File: config.mk
export PLATFORM = sky130hd
export DESIGN_NAME = memory_data_distributor
export DESIGN_NICKNAME = d
export VERILOG_FILES = /design/src/rtl/memory_data_distributor_pkg.sv /design/src/rtl/memory_data_distributor_mem_wait_counter.sv /design/src/rtl/memory_data_distributor.sv
export SDC_FILE = /design/constraint.sdc
export NUM_CORES = 1
export LEC_CHECK = 0
export ABC_AREA = 1
export CAP_MARGIN = 20
export CORE_ASPECT_RATIO = 1.1
export CORE_MARGIN = 3
export CORE_UTILIZATION = 34
export DETAILED_ROUTE_END_ITERATION = 8
export PLACE_DENSITY = 0.75
export SLEW_MARGIN = 30
export SYNTH_ARGS = -nofsm -noshare
export SYNTH_HDL_FRONTEND = slang
export SYNTH_SLANG_ARGS = --single-unit
File: constraint.sdc
create_clock -name CLK -period 1.09 [get_ports CLK]
set_clock_uncertainty 0.15 [all_clocks]
set_input_delay 0.218 -clock CLK [delete_from_list [all_inputs] [get_ports CLK]]
set_output_delay 0.218 -clock CLK [all_outputs]
set_load 0.03 [all_outputs]
File: src/rtl/memory_data_distributor_pkg.sv
// Shared definitions for memory_data_distributor: FSM state encodings,
// destination selects and the word substituted when the read watchdog fires.
package memory_data_distributor_pkg;

    typedef enum logic [1:0] {
        ST_IDLE    = 2'd0,
        ST_READ    = 2'd1,
        ST_DELIVER = 2'd2
    } state_t;

    localparam logic        DEST_ZERO    = 1'b0;
    localparam logic        DEST_ONE     = 1'b1;
    localparam logic [15:0] TIMEOUT_DATA = 16'hDEAD;

    // A consumer channel is offered data only while delivering to that channel.
    function automatic logic channel_valid(input state_t state, input logic dest, input logic channel);
        return (state == ST_DELIVER) && (dest == channel);
    endfunction

endpackage

File: src/rtl/memory_data_distributor_mem_wait_counter.sv
// Clearable saturating cycle counter; terminal is high once LIMIT enabled
// cycles have elapsed since the last clear (count reached LIMIT-1).
module mem_wait_counter #(
    parameter int unsigned LIMIT = 15
) (
    input  logic CLK,
    input  logic Reset,
    input  logic clear,
    input  logic enable,
    output logic terminal
);

    localparam int unsigned CNT_W = (LIMIT < 2) ? 1 : $clog2(LIMIT);
    localparam logic [CNT_W-1:0] LAST = CNT_W'(LIMIT - 1);

    logic [CNT_W-1:0] count;

    always_ff @(posedge CLK or posedge Reset) begin
        if (Reset) begin
            count <= '0;
        end else if (clear) begin
            count <= '0;
        end else if (enable && (count != LAST)) begin
            count <= count + 1'b1;
        end
    end

    assign terminal = (count == LAST);

endmodule

File: src/rtl/memory_data_distributor.sv
// Issues one memory read per request and hands the returned word to consumer Zero or One.
// Define MEM_READ_TIMEOUT_EN to enable the READ-state watchdog (sticky timeout_err).
module memory_data_distributor
    import memory_data_distributor_pkg::*;
#(
    parameter int DATA_W         = 16,
    parameter int ADDR_W         = 16,
    parameter int TIMEOUT_CYCLES = 15
) (
    input  logic              CLK,
    input  logic              Reset,
    input  logic              req_valid,
    output logic              req_ready,
    input  logic [ADDR_W-1:0] req_addr,
    input  logic              req_dest,
    output logic              mem_rd_en,
    output logic [ADDR_W-1:0] mem_addr,
    input  logic              mem_ack,
    input  logic [DATA_W-1:0] mem_rdata,
    output logic              zero_valid,
    output logic [DATA_W-1:0] zero_data,
    input  logic              zero_ack,
    output logic              one_valid,
    output logic [DATA_W-1:0] one_data,
    input  logic              one_ack,
    output logic              busy,
    output logic              timeout_err
);

    state_t            state, state_next;
    logic              dest_q, dest_next;
    logic [ADDR_W-1:0] addr_q, addr_next;
    logic [DATA_W-1:0] data_q, data_next;
    logic              dest_ack;
    logic              expire;

`ifdef MEM_READ_TIMEOUT_EN
    logic timeout_q;
    logic wait_done;

    mem_wait_counter #(
        .LIMIT(TIMEOUT_CYCLES)
    ) u_wait_counter (
        .CLK     (CLK),
        .Reset   (Reset),
        .clear   (state != ST_READ),
        .enable  (state == ST_READ),
        .terminal(wait_done)
    );

    assign expire = wait_done;

    // mem_ack on the expiry cycle wins, so the flag only sets on a real timeout.
    always_ff @(posedge CLK or posedge Reset) begin
        if (Reset) begin
            timeout_q <= 1'b0;
        end else if ((state == ST_READ) && expire && !mem_ack) begin
            timeout_q <= 1'b1;
        end
    end

    assign timeout_err = timeout_q;
`else
    logic [31:0] timeout_cfg_unused;

    assign timeout_cfg_unused = TIMEOUT_CYCLES;
    assign expire             = 1'b0;
    assign timeout_err        = 1'b0;
`endif

    always_ff @(posedge CLK or posedge Reset) begin
        if (Reset) begin
            state  <= ST_IDLE;
            dest_q <= DEST_ZERO;
            addr_q <= '0;
            data_q <= '0;
        end else begin
            state  <= state_next;
            dest_q <= dest_next;
            addr_q <= addr_next;
            data_q <= data_next;
        end
    end

    always_comb begin
        state_next = state;
        dest_next  = dest_q;
        addr_next  = addr_q;
        data_next  = data_q;
        dest_ack   = (dest_q == DEST_ONE) ? one_ack : zero_ack;

        case (state)
            ST_IDLE: begin
                if (req_valid) begin
                    addr_next  = req_addr;
                    dest_next  = req_dest;
                    state_next = ST_READ;
                end
            end
            ST_READ: begin
                if (mem_ack) begin
                    data_next  = mem_rdata;
                    state_next = ST_DELIVER;
                end else if (expire) begin
                    data_next  = DATA_W'(TIMEOUT_DATA);
                    state_next = ST_DELIVER;
                end
            end
            ST_DELIVER: begin
                if (dest_ack) begin
                    state_next = ST_IDLE;
                end
            end
            default: begin
                state_next = ST_IDLE;
            end
        endcase
    end

    assign req_ready  = (state == ST_IDLE);
    assign busy       = (state != ST_IDLE);
    assign mem_rd_en  = (state == ST_READ);
    assign mem_addr   = addr_q;
    assign zero_valid = channel_valid(state, dest_q, DEST_ZERO);
    assign one_valid  = channel_valid(state, dest_q, DEST_ONE);
    assign zero_data  = data_q;
    assign one_data   = data_q;

endmodule
-- Word level (Yosys, flattened, before mapping)
Cells that the tools add are included.
- register bits after elaboration: 35
- bitwise operators: 1
- reductions and logical operators: 7
- muxes and demuxes: 5
- equal/unequal tests: 5
- operators by type and width (kind ; number):
    $mux W2 ; 3
    $pmux W2 S3 ; 1
    $ne A2 B2 Y1 const B ; 2
    $reduce_and A2 Y1 ; 2
    $reduce_and A3 Y1 ; 1
    $eq A2 B1 Y1 const B ; 1
    $eq A2 B2 Y1 const B ; 1
    $logic_and A1 B1 Y1 ; 2
    $logic_not A2 Y1 ; 1
    $ne A2 B1 Y1 const B ; 1
    $reduce_bool A2 Y1 ; 1
    $mux W1 ; 1
    $not A1 Y1 ; 1

-- Logic depth before layout (Yosys ltp)
Gate-level depths: netlist of run 1.
- depth in word-level cells: 3
- gate-level depth with buffers: 5
- mapped depth without buffers: 4

-- Worst setup path before layout of run 1
OpenSTA, ideal clock, no wires.
- path type: reg2out
- from: register state[0]
- to: output one_valid
- data arrival time: 1121 ps
- path slack: -399 ps
- data required time: 722 ps
- cell stages (with the launch flop): 5
- path through: dfrtp_1 > buf_4 > nor2_1 > inv_1 > nor2_1
- word-level cells in the longest chain between the ends: 2
- RTL lines (item ; line ; RTL):
    start, declared ; memory_data_distributor.sv:30 ; state_t state, state_next;
    start signal, assigned ; memory_data_distributor.sv:78 ; state <= state_next;
    $eq A2 B2 Y1 ; memory_data_distributor_pkg.sv:17 ; return (state == ST_DELIVER) && (dest == channel);
    $logic_and A1 B1 Y1 ; memory_data_distributor_pkg.sv:17 ;
    end, declared ; memory_data_distributor.sv:23 ; output logic one_valid,
No other way between the ends.

-- Worst setup path after layout of run 1
Ends and elaborated chain as after synthesis.

==> flow_metrics.py, run 1 <==
metrics = {
    "sta": {
        "hold_violations": 0,
        "fin_crit_sh": 1.455,
        "period_needed_ns": 1.586,
        "finalSetupViolCount": 88,
        "rsz0062_at_grt": "yes",
        "maxSlewHeadroom": 0.6651,
        "setup_slack_ns": -0.4959,
        "max_freq_mhz": 630.6,
        "slew_violations": 0,
        "tightest_slew_ns": 0.5016,
    },
    "synth": {
        "synth_area_um2": 1652,
        "netlist-cell-type-count": 16,
        "syn_area_per_cell_um2": 9.125,
        "ys_warn_count": 0,
        "synth-seq-area-share": 0.5303,
        "syn_inst": 181,
        "synth_seq_cells": 35,
        "syn_nets": 220,
    },
    "clock_network": {
        "numClockSinks": 35,
        "ctsHoldBuffers": 0,
        "clockRootBuffer": "clkbuf_8",
        "htreeDepth": 2,
        "cts.clk_slew.worst_paths_ns": 0.07,
        "insertion_delay_ns": 0.28,
        "cts_buffers": 5,
        "clockBufferDepth": 2,
        "cts_tree": "built",
    },
    "outcome": {
        "violations": "negative setup slack",
        "status": "finished, violations left",
    },
    "critical_path": {
        "end_kind": "output pin",
        "path_max_fanout": 4,
        "startpoint": "state[0]$_DFFE_PP0P_",
        "r2r_cells": 6,
        "crit_arrival_ns": 1.22,
        "required_ns": 0.72,
        "path_class": "reg -> out",
        "r2r_start": "state[0]$_DFFE_PP0P_",
        "start_kind": "register",
    },
    "grt": {
        "grt-ovfl-total": 0,
        "antenna_found_initial": 0,
        "grt_pass1_wl_um": 7389,
        "grt_max_degree": 22,
        "grt_pass1_vias": 1595,
        "grtUsageTotal": 0.1685,
    },
    "pwr": {
        "p_leak_nw": 1.578,
        "peakVddDrop_uv": 1947,
        "p_per_area_nw_per_um2": 3492,
    },
    "routing": {
        "routed_wl_um": 5031,
        "vias": 1668,
        "first_iter_violations": 62,
        "dr.pass1.iters": 4,
        "drcViolationCount": 0,
        "ant_nets": 0,
        "viasPerCell": 4.739,
        "wl_per_cell_um": 14.29,
    },
    "cells_and_area": {
        "antenna_cells": 0,
        "final_layout_size_suffix_gt1_frac": 0.4698,
        "final_cell_mix": "nand2_1, buf_6, clkdlybuf4s50_1",
        "syn_to_final_growth_pct": 92.58,
        "fillers": 347,
        "final_cells": 352,
        "utilization": 0.7110,
        "layout_commonest_cell": "nand2_1",
        "nNetsFinal": 336,
    },
    "floorplanning": {
        "rows": 25,
        "die_y_um": 79.10,
        "coreArea_um2": 4473,
        "start_util": 0.3692,
        "die_w_um": 72.45,
        "die-area_um2": 5730,
        "ioPinCount": 93,
    },
    "flow_run": {
        "maxCapViolations": 0,
    },
    "placement": {
        "gp_congestion": 0.7145,
        "io_buffers": 91,
        "dp_cells": 316,
        "dp_hpwl_um": 3226,
    },
    "min_path": {
        "hold_class": "in -> async",
    },
}
## layer usage
layer  up-vias  share of wire  GRT usage
met3        11          0.061    0.04177
met1       789           0.36     0.1880
li1        805              -          -
met5         -              0          0
met2        63           0.56     0.3051
met4         0          0.021    0.06273
## report_power, final
| part | internal (mW) | switching (mW) |
|---|---|---|
| Clock | 0.577 | 0.450 |
| Combinational | 3.61 | 3.91 |
| Sequential | 1.92 | 0.635 |
| Total | 6.11 | 5.00 |
## cell usage after synthesis
master   count  area share
buf_2        3      0.0091
dfrtp_1     35        0.53
buf_4       23        0.10
nand3_1     10       0.030
nand4_1     16       0.061
nor2_1       3      0.0068
nand2_1     70        0.16
o21ai_0      1      0.0030
inv_1        5       0.011
buf_6        2       0.014
nand3_2      8       0.048
nor2_2       1      0.0038
nand2_2      1      0.0038
nand3_4      1       0.011
inv_2        1      0.0023
conb_1       1      0.0023
## final timing paths
kind / to / slack [ns]
setup / recovery: one_valid / -0.50
hold / removal: one_data[2]$_DFFE_PP0P_ / 0.19
setup reg to reg: mem_addr[10]$_DFFE_PP0P_ / -0.23
hold reg to reg: mem_addr[4]$_DFFE_PP0P_ / 0.36
max in group asynchronous: mem_addr[1]$_DFFE_PP0P_ / 0.45
min in group CLK: mem_addr[10]$_DFFE_PP0P_ / 0.31
## final cells by class
class / instances / area (µm²) / area share
Tap cell: 54 / 67.56 / 0.02124
Inverter: 6 / 30.03 / 0.009441
Clock buffer: 8 / 100.1 / 0.03147
Sequential cell: 35 / 875.8 / 0.2754
Timing Repair Buffer: 134 / 1421 / 0.4469
Multi-Input combinational cell: 115 / 685.7 / 0.2156
## state kept, by name (all words and copies together), names as in the netlist
register and cells:
mem_addr 16, one_data 16, state 2, dest_q 1
## stage by stage
stage / setup WS [ns] / hold slack, ns / cell area [µm²] / power [mW] / TNS (ns)
global route: -0.5328 / 0.1980 / 3181 / 11.69 / -18.32
floorplan: -0.2579 / 0.01508 / 1698 / 6.115 / -1.766
global placement: -0.3618 / 0.3049 / 2515 / 7.888 / -13.01
CTS: -0.4853 / 0.1652 / 2972 / 10.29 / -14.66
finish: -0.4959 / 0.1903 / 3181 / 11.11 / -14.54
detailed placement: -0.4196 / 0.3097 / 2515 / 8.006 / -13.74
## logic make-up after synthesis
| logic type | count (synthesis) | share of synthesized area |
|---|---|---|
| buf+inv | 34 | 0.1409 |
| other cells | 1 | 0.002271 |
| flops | 35 | 0.5303 |
| compound gates | 1 | 0.003027 |
| simple gates | 110 | 0.3235 |
## critical path, cell delays in order, from the launching register on
cell and delay (ns):
dfrtp_1 0.42, buf_6 0.15, nor2_4 0.09, inv_2 0.07, nor2_4 0.08, buf_6 0.13
## repair_timing
item | CTS | global route
endpoints found under the setup margin | 88 | 88
endpoints found under the hold margin | 0 | 0
resized for setup | 64 | 22
buffers inserted | 13 | 13
pin swaps | 4 | 4
gates cloned | 2 | 2
Note: power is estimated with default switching activity, not from simulation.
==> inputs of run 2 (changes only) <==
--- a/config.mk
+++ b/config.mk
@@ -12,7 +12,8 @@
 export CORE_UTILIZATION = 34
 export DETAILED_ROUTE_END_ITERATION = 8
 export PLACE_DENSITY = 0.75
-export SLEW_MARGIN = 30
+export REMOVE_ABC_BUFFERS = 1
+export SLEW_MARGIN = 20
 export SYNTH_ARGS = -nofsm -noshare
 export SYNTH_HDL_FRONTEND = slang
 export SYNTH_SLANG_ARGS = --single-unit
==> run 2 against run 1 <==
Effect of this change:
- the flow still finishes with violations (negative setup slack)
- sequential cell count unchanged
- hold slack worse by 0.0054 ns
- clock power fell by 9%
- clock-buffer cell count down 2
- sequential power hardly changed
- combinational power barely moved
- design area down 0.71%
- sequential share of layout area grew 0.20 points
==> flow_metrics.py, run 2 (same netlist as run 1, synthesis figures left out) <==
metrics = {
    "sta": {
        "finalSetupViolCount": 88,
        "setup_slack_ns": -0.5117,
        "max_freq_mhz": 624.3,
        "rsz0062_at_grt": "yes",
        "period_needed_ns": 1.602,
        "fin_crit_sh": 1.469,
        "fin_setup_tns_ns": -17.51,
        "fin_hold_ws_ns": 0.1849,
        "slew_violations": 0,
        "hold_violations": 0,
    },
    "min_path": {
        "hold_class": "in -> async",
    },
    "clock_network": {
        "cts_tree": "built",
        "cts_buffers": 5,
        "clockBufferDepth": 2,
        "clockRootBuffer": "clkbuf_8",
        "insertion_delay_ns": 0.28,
        "numClockSinks": 35,
        "ctsHoldBuffers": 0,
        "cts.clk_slew.worst_paths_ns": 0.07,
        "htreeDepth": 2,
    },
    "placement": {
        "gp_congestion": 0.7311,
        "io_buffers": 91,
        "dp_cells": 311,
        "dp_hpwl_um": 3004,
    },
    "floorplanning": {
        "rows": 25,
        "start_util": 0.3692,
        "coreArea_um2": 4473,
        "die_w_um": 72.45,
        "die_y_um": 79.10,
        "die-area_um2": 5730,
        "ioPinCount": 93,
    },
    "critical_path": {
        "crit_arrival_ns": 1.23,
        "required_ns": 0.72,
        "path_max_fanout": 3,
        "path_class": "reg -> out",
        "start_kind": "register",
        "end_kind": "output pin",
        "r2r_slack_ns": -0.34,
    },
    "routing": {
        "drcViolationCount": 0,
        "vias": 1659,
        "routed_wl_um": 5066,
        "ant_nets": 0,
        "viasPerCell": 4.754,
        "dr.pass1.iters": 4,
        "wl_per_cell_um": 14.52,
        "first_iter_violations": 122,
    },
    "cells_and_area": {
        "utilization": 0.7060,
        "final_cell_mix": "nand2_1, buf_6, clkdlybuf4s50_1",
        "final_cells": 349,
        "syn_to_final_growth_pct": 91.21,
        "nNetsFinal": 334,
        "layout_commonest_cell": "nand2_1",
        "final_layout_size_suffix_gt1_frac": 0.4576,
        "multiInputGateArea_um2": 648.1,
        "fillers": 339,
        "antenna_cells": 0,
        "seqCellArea_um2": 875.8,
    },
    "grt": {
        "grt_max_degree": 20,
        "antenna_found_initial": 0,
        "grt-ovfl-total": 0,
        "grt_pass1_wl_um": 7976,
        "grtUsageTotal": 0.1798,
        "grt_pass1_vias": 1614,
    },
    "pwr": {
        "peakVddDrop_uv": 2140,
        "p_leak_nw": 1.584,
        "power_mw": 10.99,
        "p_per_area_nw_per_um2": 3481,
    },
    "flow_run": {
        "maxCapViolations": 0,
    },
    "outcome": {
        "violations": "negative setup slack",
        "status": "finished, violations left",
    },
}
==> run 2: timing repair <==
item                       4_1_cts  5_1_grt
setup endpoints to repair       88       88
gates cloned                     4        0
pin swaps                       16        0
buffers inserted                17       10
gates resized for setup         94        4
==> run 2: final timing paths <==
kind | startpoint | end | depth (start not counted)
max | state[0]$_DFFE_PP0P_ | one_valid | 5
min | Reset | mem_addr[15]$_DFFE_PP0P_ | 3
max reg2reg | state[1]$_DFFE_PP0P_ | mem_addr[8]$_DFFE_PP0P_ | 7
min reg2reg | mem_addr[10]$_DFFE_PP0P_ | mem_addr[10]$_DFFE_PP0P_ | 2
max in group asynchronous | Reset | one_data[5]$_DFFE_PP0P_ | 3
min in group CLK | req_addr[15] | mem_addr[15]$_DFFE_PP0P_ | 3
==> run 2: layout make-up <==
class | instances | share of cell area
timing repair buffer | 134 | 0.4604
sequential | 35 | 0.2773
multi-input combinational | 113 | 0.2052
clock buffer | 6 | 0.02615
tap | 54 | 0.02139
inverter | 6 | 0.007924
clock inverter | 1 | 0.001585
==> run 2: metrics by stage <==
| stage | area (µm²) | setup slack [ns] |
|---|---|---|
| finish | 3158 | -0.5117 |
| global route | 3158 | -0.5902 |
| CTS | 3070 | -0.5005 |
| detailed placement | 2425 | -0.4062 |
| global placement | 2425 | -0.4053 |
| floorplan | 1441 | -1.089 |
==> run 2: per-layer routing <==
metal,vias to the layer above,GRT usage,part of all wire
met5,-,0,0
met4,0,0.04428,0.0087
met3,4,0.06456,0.089
met2,82,0.2996,0.50
met1,779,0.2206,0.40
li1,794,-,-
==> run 2: critical path, cell delays in order, from the launching register on <==
cell     delay (ns)
dfrtp_1        0.41
buf_8          0.14
nor2_4         0.11
inv_2          0.05
nor2_2         0.10
buf_6          0.14
==> run 2: report_power, final <==
group          switching [mW]  internal [mW]
Clock                   0.441          0.495
Sequential              0.611           1.92
Combinational            3.88           3.64
==> inputs of run 3 (changes only) <==
--- a/config.mk
+++ b/config.mk
@@ -13,6 +13,7 @@
 export DETAILED_ROUTE_END_ITERATION = 8
 export PLACE_DENSITY = 0.75
 export REMOVE_ABC_BUFFERS = 1
+export SETUP_SLACK_MARGIN = 0.2
 export SLEW_MARGIN = 20
 export SYNTH_ARGS = -nofsm -noshare
 export SYNTH_HDL_FRONTEND = slang
==> results of run 3 <==
Final layout, timing and power as in run 2 (identical DEF).
